$ cat config.mk
export PLATFORM = sky130hd
export DESIGN_NAME = inst_fetch
export DESIGN_NICKNAME = d
export VERILOG_FILES = /design/src/rtl/inst_fetch_pkg.sv /design/src/rtl/fetch_fifo.sv /design/src/rtl/inst_fetch.sv
export SDC_FILE = /design/constraint.sdc
export NUM_CORES = 1
export LEC_CHECK = 0
export ABC_AREA = 1
export BUFFER_PORTS_ARGS = -buffer_cell sky130_fd_sc_hd__buf_2
export CORE_MARGIN = 10
export CORE_UTILIZATION = 60
export DETAILED_ROUTE_END_ITERATION = 8
export GPL_ROUTABILITY_DRIVEN = 0
export PLACE_DENSITY = 0.92
export SLEW_MARGIN = 10
export SYNTH_ARGS = -nofsm -noshare
export SYNTH_HDL_FRONTEND = slang
export SYNTH_HIERARCHICAL = 1
export SYNTH_SLANG_ARGS = --single-unit
$ cat constraint.sdc
create_clock -name clk -period 14.7 [get_ports clk]
set_input_delay 0.735 -clock clk [delete_from_list [all_inputs] [get_ports clk]]
set_output_delay 0.735 -clock clk [all_outputs]
set_load 0.02 [all_outputs]
$ cat src/rtl/inst_fetch_pkg.sv
// rtl/inst_fetch_pkg.sv - shared constants, state encoding and entry type for the fetch front end
package inst_fetch_pkg;

  localparam logic RST_ENABLE  = 1'b1;
  localparam int   INST_ADDR_W = 32;
  localparam int   INST_W      = 32;
  localparam logic [INST_W-1:0] ZERO_WORD = '0;

  // IDLE: nothing outstanding; WAIT: request live, response kept;
  // DROP: request live, response will be thrown away after a redirect.
  typedef enum logic [1:0] {
    FETCH_IDLE = 2'b00,
    FETCH_WAIT = 2'b01,
    FETCH_DROP = 2'b10
  } fetch_state_e;

  typedef struct packed {
    logic [INST_ADDR_W-1:0] pc;
    logic [INST_W-1:0]      inst;
  } fetch_entry_t;

  // Sequential word address; wraps naturally at the top of the address space.
  function automatic logic [INST_ADDR_W-1:0] next_pc(input logic [INST_ADDR_W-1:0] pc);
    return pc + INST_ADDR_W'(4);
  endfunction

endpackage

$ cat src/rtl/fetch_fifo.sv
// rtl/fetch_fifo.sv - small synchronous FIFO of {pc, inst} fetch entries
module fetch_fifo
  import inst_fetch_pkg::*;
#(
  parameter int DEPTH = 2
) (
  input  logic                   clk,
  input  logic                   rst,
  input  logic                   push_i,
  input  logic                   pop_i,
  input  logic                   flush_i,
  input  fetch_entry_t           data_i,
  output logic                   full_o,
  output logic                   empty_o,
  output logic [$clog2(DEPTH):0] count_o,
  output fetch_entry_t           head_o
);

  localparam int AW = $clog2(DEPTH);
  localparam int CW = AW + 1;

  fetch_entry_t  mem_q [DEPTH];
  logic [AW-1:0] rd_ptr_q, rd_ptr_d;
  logic [AW-1:0] wr_ptr_q, wr_ptr_d;
  logic [CW-1:0] count_q, count_d;
  logic          do_push;
  logic          do_pop;

  assign empty_o = (count_q == '0);
  assign full_o  = (count_q == CW'(DEPTH));
  assign count_o = count_q;
  assign head_o  = mem_q[rd_ptr_q];

  // A simultaneous pop frees the slot a push into a full FIFO would need.
  assign do_pop  = pop_i && !empty_o;
  assign do_push = push_i && (!full_o || do_pop);

  // Pointer and occupancy update; flush wins over push and pop.
  always_comb begin
    rd_ptr_d = rd_ptr_q;
    wr_ptr_d = wr_ptr_q;
    count_d  = count_q;
    if (flush_i) begin
      rd_ptr_d = '0;
      wr_ptr_d = '0;
      count_d  = '0;
    end else begin
      if (do_push) wr_ptr_d = wr_ptr_q + AW'(1);
      if (do_pop)  rd_ptr_d = rd_ptr_q + AW'(1);
      count_d = count_q + CW'(do_push) - CW'(do_pop);
    end
  end

  // Control registers with synchronous reset.
  always_ff @(posedge clk) begin
    if (rst == RST_ENABLE) begin
      rd_ptr_q <= '0;
      wr_ptr_q <= '0;
      count_q  <= '0;
    end else begin
      rd_ptr_q <= rd_ptr_d;
      wr_ptr_q <= wr_ptr_d;
      count_q  <= count_d;
    end
  end

  // Storage array; contents are only meaningful below the occupancy count.
  always_ff @(posedge clk) begin
    if (do_push && !flush_i) mem_q[wr_ptr_q] <= data_i;
  end

endmodule

$ cat src/rtl/inst_fetch.sv
// rtl/inst_fetch.sv - MIPS32 instruction fetch: PC, ROM handshake, fetch buffer, branch redirect
module inst_fetch
  import inst_fetch_pkg::*;
#(
  parameter logic [INST_ADDR_W-1:0] RESET_PC   = 32'h0000_0000,
  parameter int                     FIFO_DEPTH = 2
) (
  input  logic                   clk,
  input  logic                   rst,
  input  logic                   stall_i,
  input  logic                   branch_flag_i,
  input  logic [INST_ADDR_W-1:0] branch_target_i,
  output logic                   rom_req_o,
  output logic [INST_ADDR_W-1:0] rom_addr_o,
  input  logic                   rom_ack_i,
  input  logic [INST_W-1:0]      rom_data_i,
  output logic                   if_valid,
  output logic [INST_ADDR_W-1:0] if_pc,
  output logic [INST_W-1:0]      if_inst
);

  localparam int CW = $clog2(FIFO_DEPTH) + 1;

  fetch_state_e           state_q, state_d;
  logic                   rom_req_q, rom_req_d;
  logic [INST_ADDR_W-1:0] rom_addr_q, rom_addr_d;
  logic [INST_ADDR_W-1:0] fetch_pc_q, fetch_pc_d;
  logic [INST_ADDR_W-1:0] last_pc_q, last_pc_d;
  logic [INST_ADDR_W-1:0] drop_pc;

  logic                   fifo_push;
  logic                   fifo_pop;
  logic                   fifo_full;
  logic                   fifo_empty;
  logic [CW-1:0]          fifo_count;
  logic [CW-1:0]          count_next;
  logic                   slot_free;
  fetch_entry_t           fifo_wdata;
  fetch_entry_t           fifo_head;

  // A redirect overrides everything: no keep, no pop, buffer flushed.
  assign fifo_pop   = !fifo_empty && !stall_i && !branch_flag_i;
  assign fifo_push  = (state_q == FETCH_WAIT) && rom_ack_i && !branch_flag_i && !fifo_full;
  assign fifo_wdata = '{pc: rom_addr_q, inst: rom_data_i};

  // A new request is only issued if the buffer can still take its response,
  // so buffered entries plus the outstanding request never exceed the depth.
  assign count_next = fifo_count + CW'(fifo_push) - CW'(fifo_pop);
  assign slot_free  = (count_next < CW'(FIFO_DEPTH));

  // While dropping, a newer redirect replaces the pending restart address.
  assign drop_pc = branch_flag_i ? branch_target_i : fetch_pc_q;

  fetch_fifo #(
    .DEPTH (FIFO_DEPTH)
  ) u_fifo (
    .clk     (clk),
    .rst     (rst),
    .push_i  (fifo_push),
    .pop_i   (fifo_pop),
    .flush_i (branch_flag_i),
    .data_i  (fifo_wdata),
    .full_o  (fifo_full),
    .empty_o (fifo_empty),
    .count_o (fifo_count),
    .head_o  (fifo_head)
  );

  // Fetch FSM next state, request/address/PC updates and last-shown PC.
  always_comb begin
    state_d    = state_q;
    rom_req_d  = rom_req_q;
    rom_addr_d = rom_addr_q;
    fetch_pc_d = fetch_pc_q;
    last_pc_d  = fifo_empty ? last_pc_q : fifo_head.pc;
    case (state_q)
      FETCH_IDLE: begin
        if (branch_flag_i) begin
          state_d    = FETCH_WAIT;
          rom_req_d  = 1'b1;
          rom_addr_d = branch_target_i;
          fetch_pc_d = branch_target_i;
        end else if (slot_free) begin
          state_d    = FETCH_WAIT;
          rom_req_d  = 1'b1;
          rom_addr_d = fetch_pc_q;
        end
      end
      FETCH_WAIT: begin
        if (branch_flag_i) begin
          fetch_pc_d = branch_target_i;
          if (rom_ack_i) begin
            rom_addr_d = branch_target_i;
          end else begin
            state_d = FETCH_DROP;
          end
        end else if (rom_ack_i) begin
          fetch_pc_d = next_pc(rom_addr_q);
          if (slot_free) begin
            rom_addr_d = next_pc(rom_addr_q);
          end else begin
            state_d   = FETCH_IDLE;
            rom_req_d = 1'b0;
          end
        end
      end
      FETCH_DROP: begin
        fetch_pc_d = drop_pc;
        if (rom_ack_i) begin
          if (slot_free) begin
            state_d    = FETCH_WAIT;
            rom_addr_d = drop_pc;
          end else begin
            state_d   = FETCH_IDLE;
            rom_req_d = 1'b0;
          end
        end
      end
      default: begin
        state_d   = FETCH_IDLE;
        rom_req_d = 1'b0;
      end
    endcase
  end

  // State and handshake registers; reset abandons any outstanding request.
  always_ff @(posedge clk) begin
    if (rst == RST_ENABLE) begin
      state_q    <= FETCH_IDLE;
      rom_req_q  <= 1'b0;
      rom_addr_q <= RESET_PC;
      fetch_pc_q <= RESET_PC;
      last_pc_q  <= ZERO_WORD;
    end else begin
      state_q    <= state_d;
      rom_req_q  <= rom_req_d;
      rom_addr_q <= rom_addr_d;
      fetch_pc_q <= fetch_pc_d;
      last_pc_q  <= last_pc_d;
    end
  end

  assign rom_req_o  = rom_req_q;
  assign rom_addr_o = rom_addr_q;
  assign if_valid   = !fifo_empty;
  assign if_pc      = fifo_empty ? last_pc_q : fifo_head.pc;
  assign if_inst    = fifo_empty ? ZERO_WORD : fifo_head.inst;

endmodule

# Yosys cells after proc, flatten, opt, wreduce, memory -nomap -nowiden
# Memory sizes are Yosys's and may differ from the RTL's. A register that Yosys moved wholly into a read port is not among the register bits.
# Cells that the tools add are included.
# classes
add_sub_neg	7
n_lt_le_gt_ge	1
n_eq_ne	12
muxes	34
reduce_logical	23
# op_table
op	count
32-bit 2-to-1 mux	13
32-bit case mux with 3 select lines	1
32-bit case mux with 2 select lines	1
32-bit by 3-bit adder with 32-bit output (second input constant)	1
3-bit != test (second input constant)	5
2-bit 2-to-1 mux	7
1-bit 2-to-1 mux	10
1-bit logical AND	8
2-bit != test (second input constant)	4
2-bit case mux with 3 select lines	1
6-bit AND reduction	1
5-bit AND reduction	1
2-bit by 1-bit adder with 2-bit output	2
2-bit == test (second input constant)	2
1-bit logical NOT	4
2-bit logical NOT	2
2-bit AND reduction	2
2-bit OR reduction	2
2-bit by 1-bit subtractor with 2-bit output	2
1-bit case mux with 3 select lines	1
3-bit nonzero test	1
1-bit adder (second input constant)	2
2-bit by 1-bit == test with 1-bit output (second input constant)	1
2-bit less-than comparator (second input constant)	1
2 further kinds	2
# totals
register_bits	103
ram_bits	128
out_inout_bits	98
word_cells	86
n_memories	1
# mem_list
memory	depth	word_bits	read_ports	rd_ports_with_merged_regs	wr	line_no	rtl
u_fifo.mem_q	2	64	1	1	1	fetch_fifo.sv:22	fetch_entry_t mem_q [DEPTH];

# Longest topological paths before layout
# Gate-level depths: netlist of the first run.
# logic_depth
depth_word	11
depth_mapped	18
depth_no_buf	17

# Modules after synthesis
# Netlist of the first run, hierarchy kept.
# by_module_without_submodules
module	n_inst	cells_per_inst	area_each_um2	seq_area_each_um2
inst_fetch	1	1115	6274.8	1981.9
fetch_fifo	1	240	5180.0	3943.8

# Least setup slack after synthesis of the first run
# Ideal clock, no wire load.
# synth_path
kind	input-to-reg
start	in branch_flag_i
end	mem u_fifo/mem_q[0][0] (netlist name) (enable)
arrival_ns	5.911
required_time_ns	14.135
slack_ns	8.224
stages	7
path_buffers	2
path_cell_list	buf_2 > clkbuf_1 > nor3_1 > inv_1 > nand3b_1 > nand2_1 > nor3_1
# synth_between
elab_chain_cells	8
word_cells_on_any_way	10
cone_classes	mux (2); reduce/logical (8)
# synth_rtl
item	line_no	rtl
from (decl)	inst_fetch.sv:11	input logic branch_flag_i,
1-bit logical NOT	inst_fetch.sv:42	assign fifo_pop = !fifo_empty && !stall_i && !branch_flag_i;
1-bit logical AND	inst_fetch.sv:42	
named net fifo_pop	inst_fetch.sv:32	logic fifo_pop;
1-bit logical AND	fetch_fifo.sv:35	assign do_pop = pop_i && !empty_o;
1-bit logical OR	fetch_fifo.sv:36	assign do_push = push_i && (!full_o || do_pop);
1-bit logical AND	fetch_fifo.sv:36	
1-bit logical AND	fetch_fifo.sv:69	if (do_push && !flush_i) mem_q[wr_ptr_q] <= data_i;
1-bit 2-to-1 mux	fetch_fifo.sv:69	
1-bit 2-to-1 mux (implied by the code)	fetch_fifo.sv:69	
to (decl)	fetch_fifo.sv:22	
# The timed path passes the listed nets, and every way through them passes these cells.

# Worst setup path in the final report of the first run
# layout_path
start	reg u_fifo.count_q[1], in the netlist u_fifo/count_o[1]
end	out if_pc[8]
# layout_between
elab_chain_cells	2
# layout_rtl
item	line_no	rtl
from (decl)	fetch_fifo.sv:25	logic [CW-1:0] count_q, count_d;
from (signal assigned)	fetch_fifo.sv:63	count_q <= count_d;
2-bit logical NOT	fetch_fifo.sv:29	assign empty_o = (count_q == '0);
named net fifo_empty	inst_fetch.sv:34	logic fifo_empty;
32-bit 2-to-1 mux	inst_fetch.sv:146	assign if_pc = fifo_empty ? last_pc_q : fifo_head.pc;
to (decl)	inst_fetch.sv:18	output logic [INST_ADDR_W-1:0] if_pc,
# The timed path passes the listed nets, and every way through them passes these cells.

==> results of run 1 <==
## through the flow
stage / area (µm²) / setup WS, ns / instances
3_3_place_gp: 12300 / 11.37 / 1701
4_1_cts: 13060 / 11.08 / 1745
5_1_grt: 13060 / 10.88 / 1745
3_5_place_dp: 12300 / 11.26 / 1701
2_1_floorplan: 11450 / 8.224 / 1355
6_report: 13060 / 11.08 / 1745
## routing by layer
metal	vias to the layer above	track usage [%]
met1	4475	28.94
li1	4718	-
met5	-	0
met2	577	35.94
met4	0	8.337
met3	79	4.722
## state kept, by name, indices dropped and copies added, names as in the netlist, named ones only
name and count:
u_fifo/mem_q 128, rom_addr_o 32, u_fifo/count_o 2, last_pc_q 32, fetch_pc_q 32, u_fifo/wr_ptr_q 1
rom_req_o 1, state_q 2, u_fifo/rd_ptr_q 1
## how the worst max path moves through the flow
stage                 startpoint                 end  cells after the start
2_1_floorplan      branch_flag_i  u_fifo/mem_q[0][0]                      7
3_3_place_gp       branch_flag_i       rom_addr_o[3]                     14
3_5_place_dp       branch_flag_i       rom_addr_o[1]                     14
4_1_cts        u_fifo/count_o[1]           if_pc[31]                      6
5_1_grt        u_fifo/count_o[1]           if_pc[31]                      6
6_report       u_fifo/count_o[1]            if_pc[8]                      6
## cells by family (layout without fill, tap and decap cells)
group,Yosys count,count (layout)
AO/OA/AOI/OAI,158,158
adder cells (fa/ha/maj),7,7
buffers and inverters,160,316
flip-flops,232,232
multiplexers,64,64
AND/OR/NAND/NOR,734,734
## report_power, final
part,internal (mW),switching (mW),leakage [nW]
Combinational,0.217,0.478,3.54
Clock,0.337,0.247,0.366
Sequential,0.781,0.0867,2.02
Total,1.34,0.812,5.92
## Yosys cell counts (all sizes together)
master    n
nand2   473
nor2    162
edfxtp  128
a21oi   112
dfxtp   104
inv      96
nand3    86
mux2     64
clkbuf   34
o21ai    30
buf      29
a31oi    15
ha        7
nand3b    6
and2      3
nor3      3
clkinv    1
nor3b     1
o211ai    1
## final cells by class
class / count / area, µm²
repair buffers: 175 / 898.4
clock inverters: 14 / 96.34
flip-flops and latches: 232 / 5929
inverters: 97 / 364.1
clock buffers: 30 / 664.4
multi-input cells: 963 / 4811
well taps: 234 / 292.8
fillers: 1391 / 5712
==> results.toml, run 1 <==
[setup_path]
timing.critical_path.required_ns = 13.97
cp_slowest_stage_delay_ns = 0.68
cp.buffers_inverters = 3
critical_path_arrival_ns = 2.88
timing.reg2reg.setup_slack_ns = 11.28
worstReg2RegStart = "state_q[0]"
startpoint_types = "flop"
timing_worst_setup_path_type = "reg -> out"
critical_path.top_delay_family = "buffers and inverters"
cp-end-kind = "output port"
worst-path-max-fanout = 67
crit_path_cell_trace = "nor2_4 -> buf_4 -> inv_1 -> nand2_1 -> nand2_1 -> buf_2"
crit_slowest_cell = "sky130_fd_sc_hd__inv_1"
critical_path.reg2reg.endpoint = "fetch_pc_q[31]"
critPathMostFrequentCell = "sky130_fd_sc_hd__nand2_1"
reg2regPathDepth = 11

[yosys]
dominant_combinational_cell_family_by_area_after_synthesis = "simple AND/OR/NAND/NOR gates"
synth_top_area_cell = "sky130_fd_sc_hd__edfxtp_1"
area_fraction_in_compound_gates_after_synthesis_pct = 7.122
xor_and_xnor_area_share_after_synthesis_pct = 0
synthDominantCellAreaShare_pct = 33.56
yosysWarnings = 6
post_synth_inst_count = 1355
yosys-top-cells-area = "sky130_fd_sc_hd__edfxtp_1 34%, sky130_fd_sc_hd__dfxtp_1 18%, sky130_fd_sc_hd__nand2_1 15%"
synth.cell_area_um2 = 11450
synth_simple_gate_area_share_pct = 25.66
syn_nets = 1431
ys_types = 30
synth_seq_cells = 232
synth_adder_area_share_pct = 0.7646
sequential_to_total_area_share_from_yosys_stat_pct = 51.73
post_synthesis_mux_area_share_pct = 8.258
synth.avg_cell_area_um2 = 8.454

[sta]
fmax_ghz = 0.2764
grt_setup_unrepaired = "false"
report.final.hold_viol_count = 0
report.final.slew_viol_count = 0
period_needed_ns = 3.618
final_setup_violations = 0
final.hold.worst_slack_ns = 0.4070
finalSetupTns_ns = 0
clock_skews_ns = 0.01313
max_slew_margin_pct = 23.47
tightest_slew_ns = 1.148
final.period_utilization_pct = 24.62

[cells_and_area]
finalCoreUtilization_pct = 69.57
antennaDiodeCount = 0
leading_cell_type_in_the_layout_fill_and_taps_excluded = "sky130_fd_sc_hd__nand2_1"
fraction_of_layout_cells_with_a_size_suffix_above_1_pct = 19.46
syn_to_final_growth_pct = 13.98
mostFrequentLayoutCells = "470 x sky130_fd_sc_hd__nand2_1, 166 x sky130_fd_sc_hd__buf_2, 154 x sky130_fd_sc_hd__nor2_1, 128 x sky130_fd_sc_hd__edfxtp_1, 111 x sky130_fd_sc_hd__a21oi_1"
design.final.nets = 1569

[route]
drc = 0
drt-met1-wl_um = 11860
drt-vias-per-instance = 5.644
highest-signal-layer = "met4"
dr.first_iter.drc_count = 1147
met2_wl_um = 13270
routedWlPerCell_um = 16.79
via_count = 9849
met3RoutedLength_um = 3245
firstDrtPassIters = 6
routed_wirelength_um = 29300
ant_nets = 0

[floorplanning]
die_area_um2 = 25020
num_rows = 50
floorplan.die.width_um = 158.2
io-pin-count = 167
floorplan.initialDensity_pct = 61.03
fp.coreArea_um2 = 18770
die_height_um = 158.2

[job]
drv_cap = 0

[pwr]
cellPowerDensity_nw_per_um2 = 164.4
vdd.ir_drop.worst_uv = 136.5
p_leak_nw = 5.923
power_mw = 2.147

[clocking]
cts_tree = "yes"
h-tree-depth = 1
cts_root_buffer = "sky130_fd_sc_hd__clkbuf_16"
cts_buffers = 24
cts_clock_pin_slew_for_the_worst_setup_and_hold_paths_ns = 0.06
cts.repair.resized = 0
cts-root-to-sink-buffers = 3
clock_sink_count = 232
post_cts_buffers = 0
clock_latency_ns = 0.52
post_cts_hold_buffer_count = 0

[worst_hold_path]
min_delay_src = "rom_data_i[16]"
worst_min_path_class = "in -> reg"
hold_path_depth = 1
min_delay_worst_endpoint = "u_fifo/mem_q[0][16]"

[global_route]
grt_first_pass_wirelength_um = 45910
grt_start_max_net_pins = 68
grt_antenna_before_repair = 0
remaining_overflow_grt = 0
first_global_vias = 9185
grtUsageTotal_pct = 22.30

[placement]
detailed_place_hpwl_um = 19290
port_buffers = 166

[run_status]
outcome = "complete, no violations"
No activity file was read; power rests on OpenSTA's default activity.
==> run 2, diff against run 1 <==
--- a/config.mk
+++ b/config.mk
@@ -5,13 +5,13 @@
 export SDC_FILE = /design/constraint.sdc
 export NUM_CORES = 1
 export LEC_CHECK = 0
-export ABC_AREA = 1
+export ABC_AREA = 0
 export BUFFER_PORTS_ARGS = -buffer_cell sky130_fd_sc_hd__buf_2
 export CORE_MARGIN = 10
-export CORE_UTILIZATION = 60
+export CORE_UTILIZATION = 57
 export DETAILED_ROUTE_END_ITERATION = 8
 export GPL_ROUTABILITY_DRIVEN = 0
-export PLACE_DENSITY = 0.92
+export PLACE_DENSITY = 0.89
 export SLEW_MARGIN = 10
 export SYNTH_ARGS = -nofsm -noshare
 export SYNTH_HDL_FRONTEND = slang
==> constraint.sdc (replaced) <==
create_clock -name clk -period 3.7 [get_ports clk]
set_input_delay 0.185 -clock clk [delete_from_list [all_inputs] [get_ports clk]]
set_output_delay 0.185 -clock clk [all_outputs]
set_load 0.02 [all_outputs]
==> results.toml, run 2 <==
[setup_path]
cp-end-kind = "flop"
worstReg2RegStart = "state_q[1]"
critical_path.reg2reg.endpoint = "rom_addr_o[8]"
timing.critical_path.required_ns = 4.09
critPathMostFrequentCell = "sky130_fd_sc_hd__inv_1"
reg2regPathDepth = 9
worst-path-max-fanout = 14
timing_worst_setup_path_type = "reg -> reg"
critical_path_arrival_ns = 3.58
startpoint_types = "flop"
timing.reg2reg.setup_slack_ns = 0.51
crit_slowest_cell = "sky130_fd_sc_hd__nand3_1"
crit_path_cell_trace = "inv_1 -> ha_1 -> nand4bb_1 -> inv_1 -> nand4_1 -> nand3_1 -> buf_4 -> a21oi_1 -> a221oi_1"
cp_slowest_stage_delay_ns = 0.53

[yosys]
synth_edf_count = 128
synth.cell_area_um2 = 10780
yosys.cell_count.top_type = "sky130_fd_sc_hd__edfxtp_1"
synth.avg_cell_area_um2 = 11.20
synth-async-reset-ratio_pct = 0
synthDominantCellAreaShare_pct = 35.66
synth_seq_cells = 232
sequential_to_total_area_share_from_yosys_stat_pct = 54.98
synth_common_cells = "128 x sky130_fd_sc_hd__edfxtp_1, 104 x sky130_fd_sc_hd__dfxtp_1, 99 x sky130_fd_sc_hd__mux2_2"
yosys-top-cells-area = "sky130_fd_sc_hd__edfxtp_1 36%, sky130_fd_sc_hd__dfxtp_1 19%, sky130_fd_sc_hd__mux2_2 10%"
post_synth_inst_count = 962
yosysWarnings = 6
syn_nets = 1038
synth-main-ff-cell = "sky130_fd_sc_hd__edfxtp_1"
ys_types = 65
synth_top_area_cell = "sky130_fd_sc_hd__edfxtp_1"

[floorplanning]
die_area_um2 = 24810
num_rows = 50
fp.coreArea_um2 = 18640
die_height_um = 157.5
floorplan.initialDensity_pct = 57.81
io-pin-count = 167
floorplan.die.width_um = 157.5

[sta]
fmax_ghz = 0.3136
finalSetupTns_ns = 0
final.period_utilization_pct = 86.17
final_setup_violations = 0
minimum_setup_slack_in_the_final_design_ns = 0.5116
report.final.hold_viol_count = 0
clock_skews_ns = 0.01274
grt_setup_unrepaired = "false"
report.final.slew_viol_count = 0
period_needed_ns = 3.188
max_slew_margin_pct = 39.86
tightest_slew_ns = 0.8989

[cells_and_area]
mostFrequentLayoutCells = "166 x sky130_fd_sc_hd__buf_2, 128 x sky130_fd_sc_hd__edfxtp_1, 102 x sky130_fd_sc_hd__dfxtp_1, 99 x sky130_fd_sc_hd__mux2_2, 51 x sky130_fd_sc_hd__o21ai_0"
max_flop_register = "u_fifo/mem_q"
finalCoreUtilization_pct = 70.11
post-route-cell-area_um2 = 13070
leading_cell_type_in_the_layout_fill_and_taps_excluded = "sky130_fd_sc_hd__buf_2"
syn_to_final_growth_pct = 21.27
fraction_of_layout_cells_with_a_size_suffix_above_1_pct = 29.11
antennaDiodeCount = 0
largest_register_ffs = 128
design.final.nets = 1219

[clocking]
cts_root_buffer = "sky130_fd_sc_hd__clkbuf_16"
h-tree-depth = 1
cts-root-to-sink-buffers = 3
clock_latency_ns = 0.51
clock_sink_count = 232
cts_tree = "yes"
cts_clock_pin_slew_for_the_worst_setup_and_hold_paths_ns = 0.06
cts_buffers = 24

[placement]
preCtsSetupSlack_ns = 0.7425
detailed_place_hpwl_um = 18900
port_buffers = 166
placement.cell_area_um2 = 11840

[pwr]
power_mw = 8.088
power.net_switching_mw = 2.712
cellPowerDensity_nw_per_um2 = 618.9
internal_power_mw = 5.376
power.share.combinational_pct = 25.3
vdd.ir_drop.worst_uv = 424.6
share_of_total_power_in_the_clock_network_pct = 31.2
p_leak_nw = 5.039
switching_share_pct = 33.53
seq_power_share_pct = 43.5

[global_route]
first_global_vias = 8493
grtUsageTotal_pct = 22.98
remaining_overflow_grt = 0
grt_start_max_net_pins = 66
grt_antenna_before_repair = 0
grt_first_pass_wirelength_um = 46000

[route]
drc = 0
ant_nets = 0
via_count = 8804
drt-vias-per-instance = 6.311
routed_wirelength_um = 29890
dr.first_iter.drc_count = 1017
routedWlPerCell_um = 21.42
firstDrtPassIters = 6

[run_status]
outcome = "complete, no violations"

[worst_hold_path]
worst_min_path_class = "in -> reg"
min_delay_worst_endpoint = "fetch_pc_q[20]"
min_delay_src = "branch_target_i[20]"
hold_path_depth = 3

[job]
drv_cap = 0
-- run 2: per-stage QoR --
step / cells / hold slack [ns]
6_report: 1395 / 0.01644
3_3_place_gp: 1312 / 0.3731
2_1_floorplan: 962 / 0.2618
4_1_cts: 1395 / 0.004718
3_5_place_dp: 1312 / 0.3757
5_1_grt: 1395 / 0.01674
-- run 2: critical path: cells and delay by family, from the launching register on --
family | cells | cell delay (ns)
fa+ha+maj | 1 | 0.46
simple gates | 3 | 1.11
buf+inv | 3 | 0.75
compound gates | 2 | 0.40
flops | 1 | 0.33
-- run 2: repair_timing --
item,4_1_cts,5_1_grt
hold buffers,39,0
setup buffers,0,0
hold endpoints to repair,71,0
gates resized for setup,0,0
-- run 2: cell type report --
| type | count | area [µm²] |
|---|---|---|
| multi-input combinational | 636 | 4522 |
| tap | 234 | 292.8 |
| fill | 1315 | 5573 |
| inverter | 24 | 90.09 |
| timing repair buffer | 225 | 1396 |
| clock inverter | 11 | 133.9 |
| sequential | 232 | 5928 |
| clock buffer | 33 | 706.9 |
-- run 2: logic make-up (layout without fill, tap and decap cells) --
group / count (synthesis) / after routing / share of synthesized area [%]
flops: 232 / 232 / 54.98
compound gates: 223 / 223 / 13.91
simple gates: 277 / 277 / 13.95
buf+inv: 94 / 293 / 3.483
fa+ha+maj: 7 / 7 / 0.8126
mux: 106 / 106 / 10.99
xor+xnor: 23 / 23 / 1.869
-- run 2: how the worst max path moves through the flow --
stage	from	endpoint	cells after the start
after floorplan	u_fifo/count_o[1]	u_fifo/mem_q[1][0]	7
after global placement	state_q[1]	rom_addr_o[31]	9
after detailed placement	state_q[1]	rom_addr_o[8]	9
after CTS	state_q[1]	rom_addr_o[8]	9
after global routing	state_q[1]	rom_addr_o[8]	9
final	state_q[1]	rom_addr_o[8]	9
-- run 2: metal layers --
layer	share of wire [%]	global-route usage (%)	routed length, µm
met1	40	29.78	11940
met2	47	37.43	14100
met3	10	4.913	3031
met4	2.7	7.747	814
met5	0	0	0
-- run 2: power groups by stage --
stage	clock network [mW]	logic [mW]	registers, mW
2_1_floorplan	0	1.23	3.53
3_3_place_gp	0	1.89	3.52
3_5_place_dp	0	1.94	3.55
4_1_cts	2.55	2.00	3.49
5_1_grt	2.66	2.20	3.56
6_report	2.52	2.05	3.52
